$ cat src/rtl/modulator.sv
// BPSK/ASK bit modulator: serialises bytes MSB first, SYMBOL_LEN carrier samples per bit.
// Define MOD_PREAMBLE_EN to send a 1,0,1,0,1,0,1,0 preamble before each byte accepted from IDLE.
module modulator #(
  parameter int OUTPUT_WIDTH = 12,
  parameter int SYMBOL_LEN   = 256
) (
  input  logic                           clk,
  input  logic                           rst,
  input  logic                           mode_sel,
  input  logic [7:0]                     data_in,
  input  logic                           data_valid,
  output logic                           data_ready,
  input  logic [OUTPUT_WIDTH-1:0]        sine_c,
  output logic signed [OUTPUT_WIDTH-1:0] tx_sig,
  output logic                           tx_active,
  output logic                           bit_strobe
);
  localparam int CNT_W = (SYMBOL_LEN > 2) ? $clog2(SYMBOL_LEN) : 1;
  localparam logic [CNT_W-1:0] CNT_LAST = CNT_W'(SYMBOL_LEN - 1);
  localparam logic signed [OUTPUT_WIDTH-1:0] S_MAX = {1'b0, {(OUTPUT_WIDTH-1){1'b1}}};
  localparam logic signed [OUTPUT_WIDTH-1:0] S_MIN = {1'b1, {(OUTPUT_WIDTH-1){1'b0}}};
`ifdef MOD_PREAMBLE_EN
  localparam logic [7:0] PREAMBLE = 8'hAA;
`endif

  typedef enum logic [1:0] {
    IDLE = 2'd0,
`ifdef MOD_PREAMBLE_EN
    PRE  = 2'd2,
`endif
    DATA = 2'd1
  } state_t;

  state_t                           state_q, state_d;
  logic [CNT_W-1:0]                 cnt_q, cnt_d;
  logic [2:0]                       bit_idx_q, bit_idx_d;
  logic [7:0]                       shift_q, shift_d;
  logic                             mode_q, mode_d;
  logic signed [OUTPUT_WIDTH-1:0]   tx_q, tx_d;
  logic                             active_q, active_d;
  logic                             strobe_q, strobe_d;

  logic                             last_sample;
  logic                             accept;
  logic                             cur_bit;
  logic signed [OUTPUT_WIDTH-1:0]   sine_s;
  logic signed [OUTPUT_WIDTH-1:0]   sine_neg;

  assign sine_s      = $signed(sine_c);
  // Negating the most negative sample would wrap, so clamp it to full scale.
  assign sine_neg    = (sine_s == S_MIN) ? S_MAX : -sine_s;
  assign last_sample = (cnt_q == CNT_LAST);
  assign data_ready  = rst & ((state_q == IDLE) |
                              ((state_q == DATA) & (bit_idx_q == 3'd0) & last_sample));
  assign accept      = data_valid & data_ready;

  always_comb begin
    state_d   = state_q;
    cnt_d     = cnt_q;
    bit_idx_d = bit_idx_q;
    shift_d   = shift_q;
    mode_d    = mode_q;
    case (state_q)
      IDLE: begin
        if (accept) begin
`ifdef MOD_PREAMBLE_EN
          state_d = PRE;
`else
          state_d = DATA;
`endif
          cnt_d     = '0;
          bit_idx_d = 3'd7;
          shift_d   = data_in;
          mode_d    = mode_sel;
        end
      end
      DATA: begin
        cnt_d = last_sample ? '0 : cnt_q + 1'b1;
        if (last_sample) begin
          if (bit_idx_q != 3'd0) begin
            bit_idx_d = bit_idx_q - 3'd1;
          end else if (accept) begin
            bit_idx_d = 3'd7;
            shift_d   = data_in;
            mode_d    = mode_sel;
          end else begin
            state_d = IDLE;
          end
        end
      end
`ifdef MOD_PREAMBLE_EN
      PRE: begin
        cnt_d = last_sample ? '0 : cnt_q + 1'b1;
        if (last_sample) begin
          if (bit_idx_q != 3'd0) begin
            bit_idx_d = bit_idx_q - 3'd1;
          end else begin
            state_d   = DATA;
            bit_idx_d = 3'd7;
          end
        end
      end
`endif
      default: state_d = IDLE;
    endcase
  end

  always_comb begin
    cur_bit = shift_q[bit_idx_q];
`ifdef MOD_PREAMBLE_EN
    if (state_q == PRE) cur_bit = PREAMBLE[bit_idx_q];
`endif
    active_d = (state_q != IDLE);
    strobe_d = active_d & last_sample;
    tx_d     = '0;
    if (active_d) begin
      if (cur_bit)     tx_d = sine_s;
      else if (!mode_q) tx_d = sine_neg;
    end
  end

  always_ff @(posedge clk or negedge rst) begin
    if (!rst) begin
      state_q   <= IDLE;
      cnt_q     <= '0;
      bit_idx_q <= 3'd7;
      shift_q   <= '0;
      mode_q    <= 1'b0;
      tx_q      <= '0;
      active_q  <= 1'b0;
      strobe_q  <= 1'b0;
    end else begin
      state_q   <= state_d;
      cnt_q     <= cnt_d;
      bit_idx_q <= bit_idx_d;
      shift_q   <= shift_d;
      mode_q    <= mode_d;
      tx_q      <= tx_d;
      active_q  <= active_d;
      strobe_q  <= strobe_d;
    end
  end

  assign tx_sig     = tx_q;
  assign tx_active  = active_q;
  assign bit_strobe = strobe_q;

endmodule

$ cat config.mk
export PLATFORM = sky130hd
export DESIGN_NAME = modulator
export DESIGN_NICKNAME = d
export VERILOG_FILES = /design/src/rtl/modulator.sv
export SDC_FILE = /design/constraint.sdc
export NUM_CORES = 1
export LEC_CHECK = 0
export BUFFER_PORTS_ARGS = -buffer_cell sky130_fd_sc_hd__buf_2
export CORE_MARGIN = 5
export CORE_UTILIZATION = 58
export DETAILED_ROUTE_END_ITERATION = 8
export PLACE_DENSITY = 0.84
export REMOVE_ABC_BUFFERS = 1
export SYNTH_ARGS = -nofsm -noshare
export SYNTH_HDL_FRONTEND = slang
export SYNTH_SLANG_ARGS = --single-unit
$ cat constraint.sdc
create_clock -name clk -period 4.1 [get_ports clk]
set_input_delay 0.41 -clock clk [delete_from_list [all_inputs] [get_ports clk]]
set_output_delay 0.41 -clock clk [all_outputs]
set_load 0.05 [all_outputs]
### Yosys cells after proc, flatten, opt, wreduce, memory -nomap -nowiden

Cells that the tools add are included.

| word-level totals | value |
|---|---|
| output and inout bits | 15 |
| logic and storage cells | 60 |
| input bits | 24 |
| flip-flop bits (word level) | 36 |

| cells by class | value |
|---|---|
| bitwise operators | 6 |
| reduce and logical (&&, ||, !) cells | 9 |
| eq/ne operators | 7 |
| order comparisons | 1 |
| mux-type cells | 26 |
| add/sub/neg operators | 3 |

Operators with widths:

| operator | number |
|---|---|
| $mux 12 | 4 |
| $mux 8 | 5 |
| $pmux 8 s2 | 2 |
| $eq 12x12->1 const B | 1 |
| $neg 12->12 | 1 |
| $mux 3 | 3 |
| $add 8x1->8 const B | 1 |
| $eq 8x8->1 const B | 1 |
| $mux 2 | 4 |
| $ne 2x2->1 const B | 4 |
| $pmux 3 s2 | 1 |
| $and 1x1->1 | 5 |
| $lt 3x4->1 const B | 1 |
| $mux 1 | 4 |
| $pmux 2 s2 | 1 |
| $reduce_and 2->1 | 2 |
| $reduce_and 4->1 | 1 |
| $reduce_bool 2->1 | 2 |
| $bmux 1 s3 | 1 |
| $logic_not 3->1 | 1 |
| $reduce_and 3->1 | 1 |
| $reduce_bool 3->1 | 1 |
| $sub 3x1->3 const B | 1 |
| $eq 2x1->1 const B | 1 |
| 3 further kinds | 3 |

### Depth between registers and ports, before layout

Gate-level depths: netlist of run 1.

| depth | value |
|---|---|
| depth after elaboration | 10 |
| mapped depth | 8 |
| gate-level depth less buffers | 6 |

### Least setup slack after synthesis of run 1

No wires, ideal clock.

| timing path | value |
|---|---|
| kind | register -> output |
| from | register cnt_q[0] |
| to | output port data_ready |
| required time | 3690 ps |
| arrival | 1862 ps |
| setup slack | 1828 ps |
| buffers on the path | 0 |
| stages on the path, launching flop included | 5 |
| path through | dfrtp_1 -> ha_1 -> nand3_1 -> o31ai_2 -> and3_1 |

| on the way | value |
|---|---|
| cells in the longest elaborated chain, start to end | 4 |

Ends and longest elaborated chain:

| item | RTL line | RTL |
|---|---|---|
| start: declaration | 35 | `logic [CNT_W-1:0] cnt_q, cnt_d;` |
| start signal: assignment | 134 | `cnt_q <= cnt_d;` |
| $eq 8x8->1 | 52 | `assign last_sample = (cnt_q == CNT_LAST);` |
| $and 1x1->1 | 54 | `((state_q == DATA) & (bit_idx_q == 3'd0) & last_sample));` |
| $or 1x1->1 | 53 | `assign data_ready = rst & ((state_q == IDLE) \|` |
| $and 1x1->1 | 53 |  |
| end: declaration | 12 | `output logic data_ready,` |

Every way passes these cells.

### Worst setup path after layout of run 1

Ends and elaborated chain as after synthesis.

==> reports/qor.yml, run 1 <==
startpoint_type: "register"
diodes: 0
slew_viol_final: 0
placementRows: 20
tns_ns: 0
period_needed_ns: 2.83
clockRootBuffer: "clkbuf_4"
port_buffers: 38
place_congestion: 0.815
intPower_mw: 0.443
finalHoldViolCount: 0
netlist_instances: 181
cts.sinks: 35
vdd_drop_max_mv: 0.163
ff2ff_path_depth: 5
multi_input_area_sq_um: 931
post_cts_buffers: 0
drive_above_1_share_pct: 34.9
period_share_pct: 68.9
clkTransAtPathRegs_ns: 0.10
clockBufferDepth: 2
cp-end-kind: "output port"
grt_max_degree: 40
drtIter0Drc: 121
synth_cell_type_count: 42
worstMarginPinSlew_ns: 0.817
avgRoutedWirePerCell_um: 16.0
synth-async-reset-ratio_pct: 100
die_y_um: 67.1
seq_area_frac_synth_pct: 46.6
areaGrowthSynthToFinish_pct: 13.8
syn_avg_cell_area_sq_um: 10.4
netSwitchingPower_mw: 0.169
comb_power_share_pct: 13.4
dpl.cell_count: 254
track_usage_pct: 21.0
synth.top_cell.area_share_pct: 42.4
antenna_found_initial: 0
grt_pass1_wl_um: 7060
clk_latency_ns: 0.33
regArea_sq_um: 880
fmax_mhz: 354
required_ns: 3.69
grt-ovfl-total: 0
status: "finished, final reports clean"
rsz0062_at_grt: "false"
start_util_pct: 61.4
filler_cell_count: 227
yosysWarnings: 0
grt_pass1_vias: 1598
p_per_area_nw_per_um2: 285
cp.arrival_ns: 2.42
synth_edf_count: 0
cap_viol_max_count: 0
path_class: "reg -> out"
post_cts_resized: 0
fin_cells: 262
cts_buffers: 5
min_path_type: "in -> async"
core_sq_um: 3080
p_seq_share_pct: 57.9
synth_ff_type: "dfrtp_1"
dr.pass1.iters: 4
maxSlewHeadroom_pct: 45.5
drc: 0
finalNetCount: 245
antenna_left: 0
post-place-ws_ns: 1.57
ys_ff_latch: 35
vias: 1605
leakage_nw: 0.961
syn_area_sq_um: 1890
fin_worst_skew_ns: 0.00528
clkPwrFrac_pct: 28.6
final_common_cell: "buf_2"
dieWidth_um: 67.1
wirelength_um: 4190
setup_ws_ns: 1.27
power_switching_share_pct: 27.7
synth_area_leaders: "dfrtp_1 42%, mux2_2 6.0%, a21oi_1 4.2%, dfstp_2 4.2%, o221a_2 3.6%"
dpl.hpwl_um: 3100
ctsHoldBuffers: 0
synth_top_area_cell: "dfrtp_1"
ctsHtreeMaxLevel: 2
path_max_fanout: 10
ios: 39
cts_tree: "built"
via_per_inst: 6.13
fp.dieArea_sq_um: 4500
layout_common_cells: "38 x buf_2, 32 x dfrtp_1, 16 x a21oi_1"
setup_viol: 0
==> path summary, 6_finish.rpt <==
| path | from | to | slack, ns |
|---|---|---|---|
| hold reg to reg | shift_q[5] | shift_q[5] | 0.51 |
| setup reg to reg | cnt_q[0] | shift_q[7] | 1.57 |
| min in group clk | data_in[6] | shift_q[6] | 0.30 |
| hold / removal | rst | cnt_q[5] | 0.16 |
| max in group asynchronous | rst | cnt_q[6] | 3.43 |
| setup / recovery | cnt_q[0] | data_ready | 1.27 |
==> worst max-delay path, cell delays in order, from the launching register on <==
cell     delay, ns
dfrtp_1       0.42
ha_1          0.23
nand3_1       0.27
o31ai_2       0.65
and3_1        0.24
buf_2         0.26
==> power by group through the flow <==
stage / combinational [mW] / clock (mW) / sequential, mW
2_1_floorplan: 0.0205 / 0 / 0.388
3_3_place_gp: 0.0805 / 0 / 0.361
3_5_place_dp: 0.0828 / 0 / 0.361
4_1_cts: 0.0830 / 0.181 / 0.355
5_1_grt: 0.0895 / 0.192 / 0.355
6_report: 0.0823 / 0.175 / 0.354
==> cell families (layout without fill, tap and decap cells) <==
group,after synthesis,count (layout),synth area share [%]
compound gates,57,57,22.3
xor+xnor,1,1,0.464
fa+ha+maj,4,4,2.65
buf+inv,20,57,4.17
flops,35,35,46.6
mux,12,12,8.34
simple gates,52,52,15.6
==> per-stage QoR <==
step	util [%]	hold WS, ns	instance area [sq um]	power [mW]
floorplan	-	0.114	1850	0.409
global placement	68.1	0.485	2100	0.441
detailed placement	68.1	0.494	2100	0.444
CTS	69.8	0.169	2150	0.619
global route	69.8	0.231	2150	0.637
finish	69.8	0.159	2150	0.612
==> registers in the layout, indices dropped and copies added (netlist names) <==
register    cells
bit_strobe      1
shift_q         8
state_q         1
tx_active       1
cnt_q           8
tx_sig         12
bit_idx_q       3
mode_q          1
==> cell usage after synthesis, types with 3 or more instances <==
cell type	n
o221a_2	6
dfrtp_1	32
mux2_2	10
ha_1	4
inv_1	11
nor3_1	4
nor2_1	8
a21oi_1	16
o221a_1	3
dfstp_2	3
or3_1	4
buf_2	3
o21ai_0	9
clkbuf_1	5
a31oi_1	4
o41ai_1	3
o21ba_2	3
nand3_1	7
nand2_1	12
or4_1	6
==> routing by layer <==
metal | share of wire, % | vias up | track usage (%)
li1 | - | 761 | -
met1 | 41 | 780 | 25.3
met2 | 52 | 57 | 35.5
met3 | 5.3 | 7 | 3.88
met4 | 1.7 | 0 | 10.4
met5 | 0 | - | 0
==> area by class of cell <==
| class | count | share of cell area, % |
|---|---|---|
| Sequential cell | 35 | 40.9 |
| Clock inverter | 3 | 0.698 |
| Clock buffer | 5 | 1.75 |
| Tap cell | 44 | 2.56 |
| Multi-Input combinational cell | 126 | 43.3 |
| Timing Repair Buffer | 38 | 8.85 |
| Inverter | 11 | 1.92 |
Note: power is estimated with default switching activity, not from simulation.
==> run 2, diff against run 1 <==
--- a/config.mk
+++ b/config.mk
@@ -7,9 +7,9 @@
 export LEC_CHECK = 0
 export BUFFER_PORTS_ARGS = -buffer_cell sky130_fd_sc_hd__buf_2
 export CORE_MARGIN = 5
-export CORE_UTILIZATION = 58
+export CORE_UTILIZATION = 54
 export DETAILED_ROUTE_END_ITERATION = 8
-export PLACE_DENSITY = 0.84
+export PLACE_DENSITY = 0.79
 export REMOVE_ABC_BUFFERS = 1
 export SYNTH_ARGS = -nofsm -noshare
 export SYNTH_HDL_FRONTEND = slang
==> constraint.sdc (replaced) <==
create_clock -name clk -period 2.67 [get_ports clk]
set_input_delay 0.267 -clock clk [delete_from_list [all_inputs] [get_ports clk]]
set_output_delay 0.267 -clock clk [all_outputs]
set_load 0.05 [all_outputs]
==> run 2 against run 1 <==
Effect of this change:
- die area grew 6.3%
- total power grew 54%
- via count grew 1.7%
- sequential share of layout area shrank 0.75 points
- sequential power grew 54%
- global-route usage shrank 1.6 points
- final cell count grew 2.7%
- highest routed layer unchanged
- non-clock buffer count grew 5
- clock skew grew 0.0031 ns
- largest cell class unchanged
- routed wire length grew 5.7%
==> reports/qor.yml, run 2 (synthesized netlist as in run 1, its figures left out) <==
tns_ns: 0
leakage_nw: 0.979
fp.dieArea_sq_um: 4780
wirelength_um: 4420
worstMarginPinSlew_ns: 0.505
filler_cell_count: 297
final_common_cell: "buf_2"
vias: 1632
post_cts_buffers: 0
period_needed_ns: 2.40
dr.pass1.iters: 4
p_per_area_nw_per_um2: 431
fin_cells: 269
drc: 0
finalHoldViolCount: 0
clkTransAtPathRegs_ns: 0.10
clk_latency_ns: 0.34
fin_worst_skew_ns: 0.00843
rsz0062_at_grt: "false"
maxSlewHeadroom_pct: 66.4
grt_pass1_vias: 1650
via_per_inst: 6.07
antenna_found_initial: 0
cts_tree: "built"
dpl.cell_count: 260
slew_viol_final: 0
path_class: "reg -> out"
largest_register_ffs: 12
multi_input_area_sq_um: 931
cts.sinks: 35
port_buffers: 38
dieWidth_um: 69.2
grt-ovfl-total: 0
fin_total_pwr_mw: 0.944
min_path_type: "in -> reg"
drtIter0Drc: 99
core_sq_um: 3360
setup_viol: 0
dpl.hpwl_um: 3240
cts_buffers: 5
clkPwrFrac_pct: 28.7
path_max_fanout: 7
drive_above_1_share_pct: 35.0
placed_area_sq_um: 2130
avgRoutedWirePerCell_um: 16.4
netSwitchingPower_mw: 0.258
grt_max_degree: 25
min_from: "data_in[4]"
diodes: 0
crit_start: "cnt_q[0]"
areaGrowthSynthToFinish_pct: 15.9
cp.arrival_ns: 2.14
required_ns: 2.40
track_usage_pct: 19.4
placementRows: 21
regArea_sq_um: 880
ctsHtreeMaxLevel: 2
ios: 39
vdd_drop_max_mv: 0.223
layout_common_cells: "38 x buf_2, 32 x dfrtp_1, 16 x a21oi_1"
grt_pass1_wl_um: 7510
comb_power_share_pct: 13.7
die_y_um: 69.2
clockBufferDepth: 2
place_congestion: 0.847
cap_viol_max_count: 0
finalNetCount: 250
r2r-start: "bit_idx_q[0]"
startpoint_type: "register"
fmax_mhz: 416
stdcell_area_sq_um: 2190
status: "finished, final reports clean"
period_share_pct: 90.1
antenna_left: 0
intPower_mw: 0.686
power_switching_share_pct: 27.3
cp-end-kind: "output port"
p_seq_share_pct: 57.6
start_util_pct: 56.2
clockRootBuffer: "clkbuf_4"
run 2: cell count changes in the layout (fill, tap and decap cells not counted), sizes merged:
cell,change
clkbuf,+2
clkinv,-2
buf,+4
dlygate4sd3,+1
run 2: through the flow:
step                hold WS [ns]  utilization (%)  worst slack [ns]
floorplan                -0.0286                -             0.541
global placement           0.184             63.3             0.440
detailed placement         0.206             63.3             0.342
CTS                        0.136             65.1             0.257
global route               0.132             65.1            0.0551
finish                     0.155             65.1             0.265
run 2: layout make-up:
class                   count  share of cell area, %
repair buffers             43                   10.5
clock inverters             1                  0.229
clock buffers               7                   2.06
flip-flops and latches     35                   40.2
multi-input cells         126                   42.5
inverters                  11                   1.89
well taps                  46                   2.63
run 2: what timing repair did:
action,in CTS,in global routing
hold endpoints to repair,11,0
gates resized for setup,0,0
hold buffers,1,0
run 2: final timing paths:
path                                 to  slack (ns)  cells after the start
setup reg to reg              tx_sig[6]        0.57                      4
min in group asynchronous        mode_q        0.36                      2
setup / recovery             data_ready        0.27                      6
hold / removal               shift_q[4]        0.15                      2
hold reg to reg              shift_q[2]        0.51                      1
max in group asynchronous  bit_idx_q[1]        1.63                      3
run 2: worst max-delay path, stage by stage, from the launching register on:
cell	delay [ns]
dfrtp_1	0.41
ha_1	0.24
nand3_1	0.13
o31ai_2	0.39
buf_4	0.21
and3_1	0.15
buf_2	0.26
run 2: power groups by stage:
stage / combinational (mW) / sequential [mW] / clock [mW]
floorplan: 0.0315 / 0.596 / 0
global placement: 0.124 / 0.554 / 0
finish: 0.129 / 0.544 / 0.271
global route: 0.140 / 0.546 / 0.304
detailed placement: 0.129 / 0.554 / 0
CTS: 0.130 / 0.544 / 0.283
run 2: metal layers:
metal  global-route usage (%)  up-vias  wire length (um)
met5                        0        -                 0
met4                     8.68        0                67
met3                     4.22        6               196
met2                     36.5       42              2440
met1                     20.2      814              1720
li1                         -      770                 -
